### src/rtl/output_port_allocator.sv
// ---------------------------------------------------------------------------
// output_port_allocator
//
// Purpose:
//   Output-side allocator of a mesh NoC router, one instance per output port.
//   Collects the port-request bit that each input's LBDR unit raises for this
//   output and arbitrates between the five inputs (0=N 1=E 2=W 3=S 4=L).
//   The winner keeps the output (wormhole lock) from its HEADER flit through
//   its TAIL flit. Downstream buffer space is tracked with credits.
//
// Ports:
//   clk        in   1       clock, rising edge
//   rst        in   1       synchronous, active-high reset
//   req        in   5       req[i]   = input i requests this output
//   empty      in   5       empty[i] = input i FIFO is empty
//   flit_id    in   15      flit_id[3i+2:3i] = id of input i's head flit
//   credit_in  in   1       one-cycle pulse: downstream freed one slot
//   grant      out  5       one-hot read grant / flit forward strobe
//   sel        out  3       crossbar select (owner index, 0 when idle)
//   valid_out  out  1       a flit goes downstream this cycle
//   busy       out  1       allocator is locked to an owner
//   credit_err out  1       sticky: credit returned while already full
//
// Configuration:
//   ARB_FIXED_PRIO_EN  when defined, round-robin arbitration is replaced by
//                      fixed priority L(4) > N(0) > E(1) > W(2) > S(3) and
//                      the round-robin pointer disappears.
// ---------------------------------------------------------------------------

`ifndef HEADER
`define HEADER 3'b001
`endif
`ifndef PAYLOAD
`define PAYLOAD 3'b010
`endif
`ifndef TAIL
`define TAIL 3'b100
`endif

module output_port_allocator #(
   parameter int NUM_IN  = 5,
   parameter int CREDITS = 4,
   parameter int CNT_W   = 3
) (
   input  logic                  clk,
   input  logic                  rst,
   input  logic [NUM_IN-1:0]     req,
   input  logic [NUM_IN-1:0]     empty,
   input  logic [3*NUM_IN-1:0]   flit_id,
   input  logic                  credit_in,
   output logic [NUM_IN-1:0]     grant,
   output logic [2:0]            sel,
   output logic                  valid_out,
   output logic                  busy,
   output logic                  credit_err
);

   typedef enum logic {
      IDLE   = 1'b0,
      LOCKED = 1'b1
   } state_t;

   state_t             state;
   state_t             state_next;
   logic [2:0]         owner;
   logic [2:0]         owner_next;
   logic [CNT_W-1:0]   credit_cnt;
   logic [NUM_IN-1:0]  cand;
   logic               any_cand;
   logic [2:0]         winner;
   logic [2:0]         owner_flit;
   logic               owner_empty;
   logic               grant_now;
   logic               tail_done;
   logic [2:0]         owner_plus1;

   // An input is a candidate only when it presents a header flit for us.
   always_comb begin
      cand = '0;
      for (int i = 0; i < NUM_IN; i++) begin
         cand[i] = req[i] & ~empty[i] & (flit_id[3*i +: 3] == `HEADER);
      end
   end

   assign any_cand = |cand;

`ifdef ARB_FIXED_PRIO_EN
   // Fixed priority: local port first, then N, E, W, S.
   always_comb begin
      winner = 3'd0;
      if (cand[4])      winner = 3'd4;
      else if (cand[0]) winner = 3'd0;
      else if (cand[1]) winner = 3'd1;
      else if (cand[2]) winner = 3'd2;
      else if (cand[3]) winner = 3'd3;
   end
`else
   logic [2:0] rr_ptr;
   logic [2:0] rr_next;
   logic       found;
   logic [3:0] idx;

   // Round-robin: scan from rr_ptr upwards (mod 5), first candidate wins.
   always_comb begin
      winner = 3'd0;
      found  = 1'b0;
      idx    = 4'd0;
      for (int k = 0; k < NUM_IN; k++) begin
         idx = {1'b0, rr_ptr} + 4'(k);
         if (idx >= 4'(NUM_IN)) begin
            idx = idx - 4'(NUM_IN);
         end
         if (!found && cand[idx[2:0]]) begin
            found  = 1'b1;
            winner = idx[2:0];
         end
      end
   end

   // The pointer moves past the owner only when its packet completes, so
   // the owner loses priority for the following round.
   always_comb begin
      rr_next = rr_ptr;
      if (tail_done) begin
         rr_next = owner_plus1;
      end
   end

   always_ff @(posedge clk) begin
      if (rst) begin
         rr_ptr <= 3'd0;
      end else begin
         rr_ptr <= rr_next;
      end
   end
`endif

   // Mux out the owner's FIFO status and head flit id.
   always_comb begin
      owner_flit  = 3'd0;
      owner_empty = 1'b1;
      for (int i = 0; i < NUM_IN; i++) begin
         if (owner == 3'(i)) begin
            owner_flit  = flit_id[3*i +: 3];
            owner_empty = empty[i];
         end
      end
   end

   assign owner_plus1 = (owner == 3'(NUM_IN - 1)) ? 3'd0 : owner + 3'd1;

   // The grant is suppressed during the reset cycle so an aborted packet
   // never pops a flit it can no longer forward.
   assign grant_now = (state == LOCKED) & ~owner_empty
                      & (credit_cnt != '0) & ~rst;
   assign tail_done = grant_now & (owner_flit == `TAIL);

   always_comb begin
      grant = '0;
      for (int i = 0; i < NUM_IN; i++) begin
         grant[i] = grant_now & (owner == 3'(i));
      end
   end

   assign valid_out = grant_now;
   assign busy      = (state == LOCKED);
   assign sel       = (state == LOCKED) ? owner : 3'd0;

   // Lock FSM: IDLE arbitrates, LOCKED forwards until the TAIL is granted.
   always_comb begin
      state_next = state;
      owner_next = owner;
      case (state)
         IDLE: begin
            if (any_cand) begin
               state_next = LOCKED;
               owner_next = winner;
            end
         end
         LOCKED: begin
            if (tail_done) begin
               state_next = IDLE;
            end
         end
         default: begin
            state_next = IDLE;
         end
      endcase
   end

   always_ff @(posedge clk) begin
      if (rst) begin
         state <= IDLE;
         owner <= 3'd0;
      end else begin
         state <= state_next;
         owner <= owner_next;
      end
   end

   // Credit counter: a grant consumes a slot, a credit pulse returns one.
   // A return while already full is a protocol error and is latched.
   always_ff @(posedge clk) begin
      if (rst) begin
         credit_cnt <= CNT_W'(CREDITS);
         credit_err <= 1'b0;
      end else begin
         if (grant_now && !credit_in) begin
            credit_cnt <= credit_cnt - 1'b1;
         end else if (credit_in && !grant_now
                      && credit_cnt != CNT_W'(CREDITS)) begin
            credit_cnt <= credit_cnt + 1'b1;
         end
         if (credit_in && credit_cnt == CNT_W'(CREDITS)) begin
            credit_err <= 1'b1;
         end
      end
   end

endmodule

### config.mk
export PLATFORM = sky130hd
export DESIGN_NAME = output_port_allocator
export DESIGN_NICKNAME = d
export VERILOG_FILES = /design/src/rtl/output_port_allocator.sv
export SDC_FILE = /design/constraint.sdc
export NUM_CORES = 1
export LEC_CHECK = 0
export BUFFER_PORTS_ARGS = -buffer_cell sky130_fd_sc_hd__buf_2
export CELL_PAD_IN_SITES_DETAIL_PLACEMENT = 1
export CELL_PAD_IN_SITES_GLOBAL_PLACEMENT = 2
export CORE_UTILIZATION = 31
export DETAILED_ROUTE_END_ITERATION = 8
export PLACE_DENSITY_LB_ADDON = 0.1
export SLEW_MARGIN = 10
export SYNTH_ARGS = -nofsm -noshare
export SYNTH_HDL_FRONTEND = slang
export SYNTH_SLANG_ARGS = --single-unit
### constraint.sdc
create_clock -name clk -period 3.4 [get_ports clk]
set_input_delay 0.34 -clock clk [delete_from_list [all_inputs] [get_ports clk]]
set_output_delay 0.34 -clock clk [all_outputs]
set_load 0.05 [all_outputs]
==> reports/qor.csv, run 1 <==
metric,value,unit
status,"finished, violations left",
failing checks,DRC,
Ys Warns,0,
GRT busiest layer,met2,
XOR/XNOR Fraction of Synth Area,0.0233,
Setup Crit Path Kind,flip-flop to flip-flop,
CTS resizes,0,
Compound-Gate Fraction of Synth Area,0.293,
# clock sinks,11,
site row count,28,
share of cells above drive strength 1,0.213,
die width,79.9,um
Total Neg Setup Slack,0,ps
routability-driven placement congestion ratio,0.847,
drt wl/cell,17.8,um
Synth Net Count,304,
IO Count,39,
largest family of logic cells by synthesized area,simple AND/OR/NAND/NOR gates,
Filler cells,758,
core area,0.00589,mm^2
synth top area cells,"dfxtp_1 (12%), ha_1 (8.6%), nor2_1 (5.6%)",
n_diodes,0,
Total Routing Usage GR,0.221,
# Post-CTS Setup Buffers,0,
ys flop type,dfxtp_1,
CTS Hold Bufs,0,
Place WS,371,ps
clock skew,0.723,ps
Synth Area in Adders,0.108,
max-cap violation count,0,
"Clk Latency, worst-skew pair",240,ps
Critical Path Start,rr_ptr[0],
Max Clk Rate,0.325,GHz
count of state elements after synthesis,11,
Total Wirelength,6770,um
grt met3 use,0.0137,
GRT met2 Usage,0.373,
RR Startpoint,rr_ptr[0],
first-pass GRT wire length,10900,um
Starting Density,0.320,
Area Growth Syn to Fin,19.7,%
worst reg-to-reg path cell count,10,
"Avg Cell Area, Syn",7.21,um^2
clock root cell,clkbuf_8,
vias in the first global route,2162,
static leakage,0.000896,uW
WHS,402,ps
PwrDens,174,mW/mm^2
nets,349,
critical path peak fanout,11,
CTS tree,done,
total CTS buffers,3,
cell area after synthesis,0.00188,mm^2
hpwl dp,5560,um
Synth Instances,261,
CTS Buffer Depth,2,
Hold Fails Final Rpt,0,
die height,79.9,um
Synth cell types,69,
multiplexer share of the synthesized area,0.0219,
max-slew violations,0,
Setup WS post-layout,319,ps
ys async rst share,0,
grt met1 use,0.310,
total power,392,uW
crit share post-route,0.906,
DR DRC count,1,
Placement Cell Area,0.00221,mm^2
most frequent cells in the layout,"buf_2 (38), nor2_1 (28), nand2_1 (17), nor3_1 (14)",
initial antenna violation count,0,
Worst-Margin Slew,788,ps
Reg-to-Reg End,owner[0],
Max H-tree Level,1,
fin area,0.00225,mm^2
critical path data arrival time,3260,ps
top-area cell type share of the netlist area,0.117,
Register Area,220,um^2
min Tclk post-route,3080,ps
I/O Buffers,38,
required time of the critical path,3580,ps
clock slew seen by the registers of the worst setup and hold paths,60,ps
CP endpoint,owner[0],
GRT overflow,0,
final setup fails,0,
Die ar.,0.00639,mm^2
unrepaired setup endpoints after global routing,no,
worst hold path type,input port to flip-flop,
top cell type by total area after synthesis,dfxtp_1,
crit path launch type,flip-flop,
relative slew slack,0.468,
element type at the critical path end,flip-flop,
worst reg2reg setup slack,320,ps
pin count of the biggest net entering global routing,14,
DRT Pass-1 Iters,6,
"commonest non-fill, non-tap cell in the layout",buf_2,
maximum vdd drop,0.132,mV
simple logic cell fraction of the synthesized area,0.383,
Final ANT Viol Nets,0,
via count,2185,
via/cell ratio,5.75,
"EDFF count, synth",0,
footprint of the multi-input gates,0.00156,mm^2
Iter 0 DRT Violations,74,
sequential area share after synthesis,0.117,
[how the worst min path moves through the flow]
stage / slack [ps] / cells past startpoint / startpoint / end
detailed placement: 460 / 2 / credit_err / credit_err
global route: 450 / 3 / credit_in / credit_err
floorplan: 500 / 2 / credit_cnt[1] / credit_cnt[1]
global placement: 450 / 2 / credit_err / credit_err
CTS: 400 / 3 / credit_in / credit_err
finish: 400 / 3 / credit_in / credit_err
[cells in the mapped netlist (6+ instances only)]
| master | n |
|---|---|
| a211oi_1 | 8 |
| a21oi_1 | 13 |
| a31oi_1 | 6 |
| and2_1 | 7 |
| dfxtp_1 | 11 |
| ha_1 | 13 |
| inv_1 | 13 |
| nand2_1 | 17 |
| nand2b_1 | 8 |
| nand3_1 | 6 |
| nor2_1 | 28 |
| nor3_1 | 14 |
| o21ai_0 | 11 |
| o31ai_1 | 7 |
[registers in the layout (all words and copies together) (netlist names)]
signal,flops
owner,3
busy,1
credit_cnt,3
rr_ptr,3
credit_err,1
[logic make-up (layout without fill, tap and decap cells)]
| logic type | after synthesis | in the layout |
|---|---|---|
| flops | 11 | 11 |
| fa+ha+maj | 15 | 15 |
| simple gates | 124 | 124 |
| xor+xnor | 5 | 5 |
| mux | 4 | 4 |
| compound gates | 78 | 78 |
| buf+inv | 24 | 68 |
[worst max-delay path: stages, from the launching register on]
cell and delay [ps]:
dfxtp_1 430, inv_2 150, ha_1 240, ha_1 390, a2111oi_1 580, nor2_1 160, o311ai_0 330, o31ai_1 230
a211o_1 340, nand2_1 70, o2bb2ai_1 100
[cell type report]
cell class / count / share of cell area
inverters: 14 / 0.0233
well taps: 75 / 0.0416
clock buffers: 4 / 0.0200
multi-input cells: 226 / 0.693
repair buffers: 50 / 0.124
flip-flops and latches: 11 / 0.0977
[where the power goes]
group	internal, uW	switching (uW)
sequential	135	7.12
combinational	42.3	66.1
clock	82.9	58.6
[through the flow]
step,util,std cells
5_1_grt,0.383,380
6_report,0.383,380
3_3_place_gp,0.375,376
3_5_place_dp,0.375,376
4_1_cts,0.383,380
2_1_floorplan,-,261
[per-layer routing]
layer | part of all wire | vias up
li1 | - | 1083
met1 | 0.49 | 1048
met2 | 0.47 | 51
met5 | 0 | -
met4 | 0.0032 | 0
met3 | 0.043 | 3
No activity file was read; power rests on OpenSTA's default activity.
==> inputs of run 2 (changes only) <==
--- a/config.mk
+++ b/config.mk
@@ -5,10 +5,11 @@
 export SDC_FILE = /design/constraint.sdc
 export NUM_CORES = 1
 export LEC_CHECK = 0
+export ABC_AREA = 1
 export BUFFER_PORTS_ARGS = -buffer_cell sky130_fd_sc_hd__buf_2
 export CELL_PAD_IN_SITES_DETAIL_PLACEMENT = 1
 export CELL_PAD_IN_SITES_GLOBAL_PLACEMENT = 2
-export CORE_UTILIZATION = 31
+export CORE_UTILIZATION = 28
 export DETAILED_ROUTE_END_ITERATION = 8
 export PLACE_DENSITY_LB_ADDON = 0.1
 export SLEW_MARGIN = 10
==> run 2 against run 1 <==
- the run now ends clean
- flip-flop and latch count unchanged
- global-route usage down 3.1 points
- largest cell class unchanged
- cell area down 1.1%
- die area up 12%
- combinational power up 18%
==> reports/qor.csv, run 2 <==
metric,value,unit,change
core area,0.00646,mm^2,+9.7%
WHS,392,ps,-9.81 ps
static leakage,0.00115,uW,+29%
final setup fails,0,,unchanged
I/O Buffers,38,,unchanged
max-cap violation count,0,,unchanged
unrepaired setup endpoints after global routing,no,,
pin count of the biggest net entering global routing,16,,+2
XOR/XNOR Fraction of Synth Area,0.00852,,-0.0147
share of cells above drive strength 1,0.158,,-0.0547
Ys Warns,0,,unchanged
maximum vdd drop,0.165,mV,+26%
nets,429,,+23%
Starting Density,0.296,,-0.0243
clock slew seen by the registers of the worst setup and hold paths,50,ps,about the same
required time of the critical path,3560,ps,-20 ps
DR DRC count,0,,-1
relative slew slack,0.614,,+0.146
Compound-Gate Fraction of Synth Area,0.115,,-0.178
critical path data arrival time,3010,ps,-250 ps
critical path peak fanout,10,,-1
sequential area share after synthesis,0.115,,-0.00161
simple logic cell fraction of the synthesized area,0.521,,+0.138
"EDFF count, synth",0,,unchanged
Place WS,578,ps,+207 ps
crit path launch type,flip-flop,,
worst reg2reg setup slack,540,ps,+220 ps
Hold Fails Final Rpt,0,,unchanged
CTS Hold Bufs,0,,unchanged
Total Wirelength,6460,um,-4.6%
min Tclk post-route,2860,ps,-222 ps
Worst-Margin Slew,577,ps,-211 ps
"CP delay by family, top",simple AND/OR/NAND/NOR gates,,
worst hold path type,input port to flip-flop,,
total power,403,uW,+2.8%
ys flop type,dfxtp_1,,
DRT Pass-1 Iters,4,,-2
Synth Net Count,388,,+28%
die height,84.6,um,+5.8%
most frequent cells in the layout,"nand2_1 (100), inv_1 (60), nand3_1 (52), buf_2 (38), nor2_1 (36)",,
multiplexer share of the synthesized area,0,,-0.0219
CTS resizes,0,,unchanged
top flop regs,"credit_cnt: 3 flops, owner: 3 flops, rr_ptr: 3 flops",,
first-pass GRT wire length,11000,um,+0.32%
via/cell ratio,4.95,,-14%
ys async rst share,0,,unchanged
clock root cell,clkbuf_8,,
Die ar.,0.00715,mm^2,+12%
top post-synthesis cells by count,"nand2_1 (100), inv_1 (60), nand3_1 (52)",,
"count leader, synth",nand2_1,,
Synth Area in Adders,0.106,,-0.00148
hpwl dp,5550,um,-0.18%
clock skew,4.70,ps,+3.98 ps
"Avg Cell Area, Syn",5.53,um^2,-23%
ordered cell list for the critical path,"inv_2, ha_1, inv_1, fa_1, inv_1, nand2_1, o21ai_1, nand3_1, or2_0, nand2_1, nand3_1, nor2_1, nor2_1, nand3_1, nand2_1, a21oi_1",,
"Largest stage delay, worst path",360,ps,-220 ps
status,finished clean,,
CTS Buffer Depth,2,,unchanged
IO Count,39,,unchanged
Total Neg Setup Slack,0,ps,unchanged
# clock sinks,11,,unchanged
Setup Crit Path Kind,flip-flop to flip-flop,,
Setup WS post-layout,542,ps,+222 ps
CP bufs+invs,3,,+2
Iter 0 DRT Violations,83,,+12%
via count,2288,,+4.7%
drt wl/cell,14.0,um,-22%
count of state elements after synthesis,11,,unchanged
PwrDens,181,mW/mm^2,+4.0%
Area Growth Syn to Fin,16.7,%,
die width,84.6,um,+5.8%
CP max stage cell,fa_1,,
worst reg-to-reg path cell count,16,,+6
"commonest non-fill, non-tap cell in the layout",nand2_1,,
cell area after synthesis,0.00191,mm^2,+1.4%
top-area cell type share of the netlist area,0.197,,+0.0796
vias in the first global route,2231,,+3.2%
total CTS buffers,3,,unchanged
GRT overflow,0,,unchanged
Synth Instances,345,,+32%
Final ANT Viol Nets,0,,unchanged
largest family of logic cells by synthesized area,simple AND/OR/NAND/NOR gates,,
element type at the critical path end,flip-flop,,
CTS tree,done,,
top cell type by total area after synthesis,nand2_1,,
RR Startpoint,rr_ptr[0],,
max-slew violations,0,,unchanged
CP Depth,16,,+6
Critical Path Start,rr_ptr[0],,
initial antenna violation count,0,,unchanged
Synth cell types,35,,-49%
final core utilization,0.345,,-0.0378
CP endpoint,owner[0],,
routability-driven placement congestion ratio,0.839,,-0.98%
Reg-to-Reg End,owner[0],,
Max H-tree Level,1,,unchanged
Max Clk Rate,0.350,GHz,+7.8%
crit share post-route,0.841,,-0.0654
# Post-CTS Setup Buffers,0,,unchanged
n_diodes,0,,unchanged
Total Routing Usage GR,0.190,,-0.0313
synth top area cells,"nand2_1 (20%), nand3_1 (14%), inv_1 (12%)",,
"Clk Latency, worst-skew pair",230,ps,about the same
site row count,29,,+3.6%
[run 2: worst min path at each step]
stage / startpoint / end / slack [ps] / depth (start not counted)
after floorplan: credit_cnt[2] / credit_cnt[2] / 450 / 2
after CTS: credit_in / credit_err / 390 / 3
after global placement: credit_err / credit_err / 440 / 2
after detailed placement: credit_err / credit_err / 450 / 2
after global routing: credit_in / credit_err / 410 / 3
final: credit_in / credit_err / 390 / 3
[run 2: cell type report]
type / count / area (um^2)
fill: 923 / 4230
timing repair buffer: 39 / 198
tap: 77 / 96.3
multi-input combinational: 268 / 1430
inverter: 63 / 236
sequential: 11 / 220
clock buffer: 4 / 45.0
[run 2: power breakdown]
part	switching [uW]	internal, uW	total [uW]
Combinational	80.1	46.5	127
Sequential	10.3	138	149
Clock	45.3	82.0	127
[run 2: stage by stage]
step	cell area, um^2	std cells
2_1_floorplan	1910	345
3_3_place_gp	2180	458
3_5_place_dp	2180	458
4_1_cts	2230	462
5_1_grt	2230	462
6_report	2230	462
[run 2: cells by family after synthesis]
family                     after synthesis
buffers and inverters                   66
adders and majority gates               15
DFF                                     11
xor gates and xnor gates                 1
AOI/OAI and AO/OA                       35
and+or+nand+nor                        217
[run 2: worst min-delay path, delay by kind of cell]
kind | cells | cell delay [ps]
buffers and inverters | 1 | 110
and+or+nand+nor | 1 | 70
AOI/OAI and AO/OA | 1 | 50
[run 2: metal layers]
metal  wire length [um]  vias up  share of wire  track usage
met4                 43        0         0.0067       0.0200
met1               3010     1050           0.47        0.249
met3                212        5          0.033       0.0138
met2               3190       41           0.49        0.350
li1                   -     1192              -            -
met5                  0        -              0            0
==> inputs of run 3 (changes only) <==
==> constraint.sdc (replaced) <==
create_clock -name clk -period 2.8 [get_ports clk]
set_input_delay 0.28 -clock clk [delete_from_list [all_inputs] [get_ports clk]]
set_output_delay 0.28 -clock clk [all_outputs]
set_load 0.05 [all_outputs]
==> run 3 against run 2 <==
- register-to-register slack worse by 300 ps
- sequential share of layout area down 0.059 points
- total power up 21%
- via count down 0.79%
- final cell count up 0.65%
- utilization up 0.60 points
- clock power up 19%
- highest routed layer unchanged
- clock skew down 4.1 ps
- largest power group unchanged
- first-iteration DRC count down 13%
- die area unchanged
- critical endpoint unchanged
==> reports/qor.csv, run 3 (synthesized netlist as in run 2, its figures left out) <==
metric,value,unit,change
cell mode on critical path,nand2_1,,
n_diodes,0,,unchanged
status,finished clean,,
Area Growth Syn to Fin,18.7,%,
most frequent cells in the layout,"nand2_1 (99), inv_1 (59), nand3_1 (51), buf_2 (38), nor2_1 (36)",,
DRT Pass-1 Iters,4,,unchanged
nets,432,,+0.70%
Iter 0 DRT Violations,72,,-13%
"Largest stage delay, worst path",380,ps,+20 ps
Critical Path Start,rr_ptr[0],,
Total Wirelength,6560,um,+1.6%
via/cell ratio,4.88,,-1.4%
min Tclk post-route,2560,ps,-301 ps
unrepaired setup endpoints after global routing,no,,
Die ar.,0.00715,mm^2,unchanged
share of cells above drive strength 1,0.180,,+0.0220
routability-driven placement congestion ratio,0.856,,+2.0%
Setup WS post-layout,243,ps,-299 ps
die height,84.6,um,unchanged
relative slew slack,0.661,,+0.0467
via count,2270,,-0.79%
met3 wire len,131,um,-38%
die width,84.6,um,unchanged
core area,0.00646,mm^2,unchanged
WHS,341,ps,-51.4 ps
Hold Fails Final Rpt,0,,unchanged
clock root cell,clkbuf_8,,
critical path peak fanout,10,,unchanged
DR WL met2,3170,um,-0.72%
CP bufs+invs,3,,unchanged
min-delay src,credit_in,,
Worst-Margin Slew,507,ps,-69.8 ps
final setup fails,0,,unchanged
worst hold path type,input port to flip-flop,,
Final ANT Viol Nets,0,,unchanged
drt wl/cell,14.1,um,+0.91%
CTS Hold Bufs,0,,unchanged
Placement Cell Area,0.00221,mm^2,+1.0%
total CTS buffers,3,,unchanged
initial antenna violation count,0,,unchanged
fin area,0.00227,mm^2,+1.7%
first-pass GRT wire length,11100,um,+0.88%
crit path launch type,flip-flop,,
hpwl dp,5660,um,+2.0%
Max H-tree Level,1,,unchanged
"CP delay by family, top",simple AND/OR/NAND/NOR gates,,
top flop regs,"credit_cnt: 3 flops, owner: 3 flops, rr_ptr: 3 flops",,
Total Routing Usage GR,0.192,,+0.00264
IO Count,39,,unchanged
RR Startpoint,rr_ptr[0],,
"Clk Latency, worst-skew pair",230,ps,about the same
vias in the first global route,2292,,+2.7%
CTS tree,done,,
static leakage,0.00117,uW,+1.5%
Filler cells,918,,-0.54%
Place WS,82.9,ps,-495 ps
max-slew violations,0,,unchanged
critical path data arrival time,2710,ps,-300 ps
element type at the critical path end,flip-flop,,
Total Neg Setup Slack,0,ps,unchanged
site row count,29,,unchanged
ordered cell list for the critical path,"inv_4, ha_1, inv_1, fa_1, inv_2, nand2_1, nand2_1, nand2_1, nand2_1, nand3_1, or2_0, nand2_2, nand3_2, nor2_1, nor2_1, nand3_1, nand2_1, a21oi_1",,
Setup Crit Path Kind,flip-flop to flip-flop,,
pin count of the biggest net entering global routing,16,,unchanged
DRT met1 WL,3070,um,+1.8%
required time of the critical path,2950,ps,-610 ps
Max Clk Rate,0.391,GHz,+12%
DR DRC count,0,,unchanged
clock slew seen by the registers of the worst setup and hold paths,50,ps,about the same
maximum vdd drop,0.189,mV,+14%
PwrDens,215,mW/mm^2,+19%
max-cap violation count,0,,unchanged
I/O Buffers,38,,unchanged
GRT overflow,0,,unchanged
# clock sinks,11,,unchanged
crit share post-route,0.913,,+0.0726
CTS Buffer Depth,2,,unchanged
"commonest non-fill, non-tap cell in the layout",nand2_1,,
clock skew,0.594,ps,-4.10 ps
total power,489,uW,+21%
CP max stage cell,fa_1,,
# Post-CTS Setup Buffers,0,,unchanged
Top Layer Used,met4,,
Starting Density,0.296,,unchanged
run 3: layout make-up:
| type | count | area (um^2) | area share |
|---|---|---|---|
| tap | 77 | 96.3 | 0.0425 |
| inverter | 63 | 239 | 0.105 |
| multi-input combinational | 268 | 1440 | 0.637 |
| timing repair buffer | 42 | 220 | 0.0971 |
| sequential | 11 | 223 | 0.0982 |
| clock buffer | 4 | 45.0 | 0.0199 |
run 3: per-layer routing:
layer / GRT usage / up-vias
li1: - / 1201
met1: 0.239 / 1021
met2: 0.352 / 36
met3: 0.0108 / 12
met4: 0.0663 / 0
met5: 0 / -
run 3: final timing paths:
check / endpoint / slack (ps) / cells past startpoint
worst max-delay path: owner[0] / 240 / 18
worst min-delay path: credit_err / 340 / 3
worst max register to register: owner[0] / 240 / 18
worst min register to register: credit_err / 440 / 2
run 3: power breakdown:
group          internal [uW]  switching [uW]  leakage, uW
combinational           57.8            99.5      0.00106
clock                   99.3            52.1    0.0000228
sequential               168            11.6    0.0000905
total                    325             163      0.00117
run 3: per-stage QoR:
stage | utilization | std cells
after global placement | 0.342 | 461
after CTS | 0.349 | 465
after floorplan | - | 345
final | 0.351 | 465
after global routing | 0.351 | 465
after detailed placement | 0.342 | 461
run 3: timing repair:
item | in CTS | in global routing
endpoints found under the setup margin | 0 | 4
endpoints found under the hold margin | 0 | 0
gates resized for setup | 0 | 8
run 3: tightest hold or removal path, stage by stage:
cell and delay, ps:
buf_2 110, nand2_1 70, a21oi_1 50
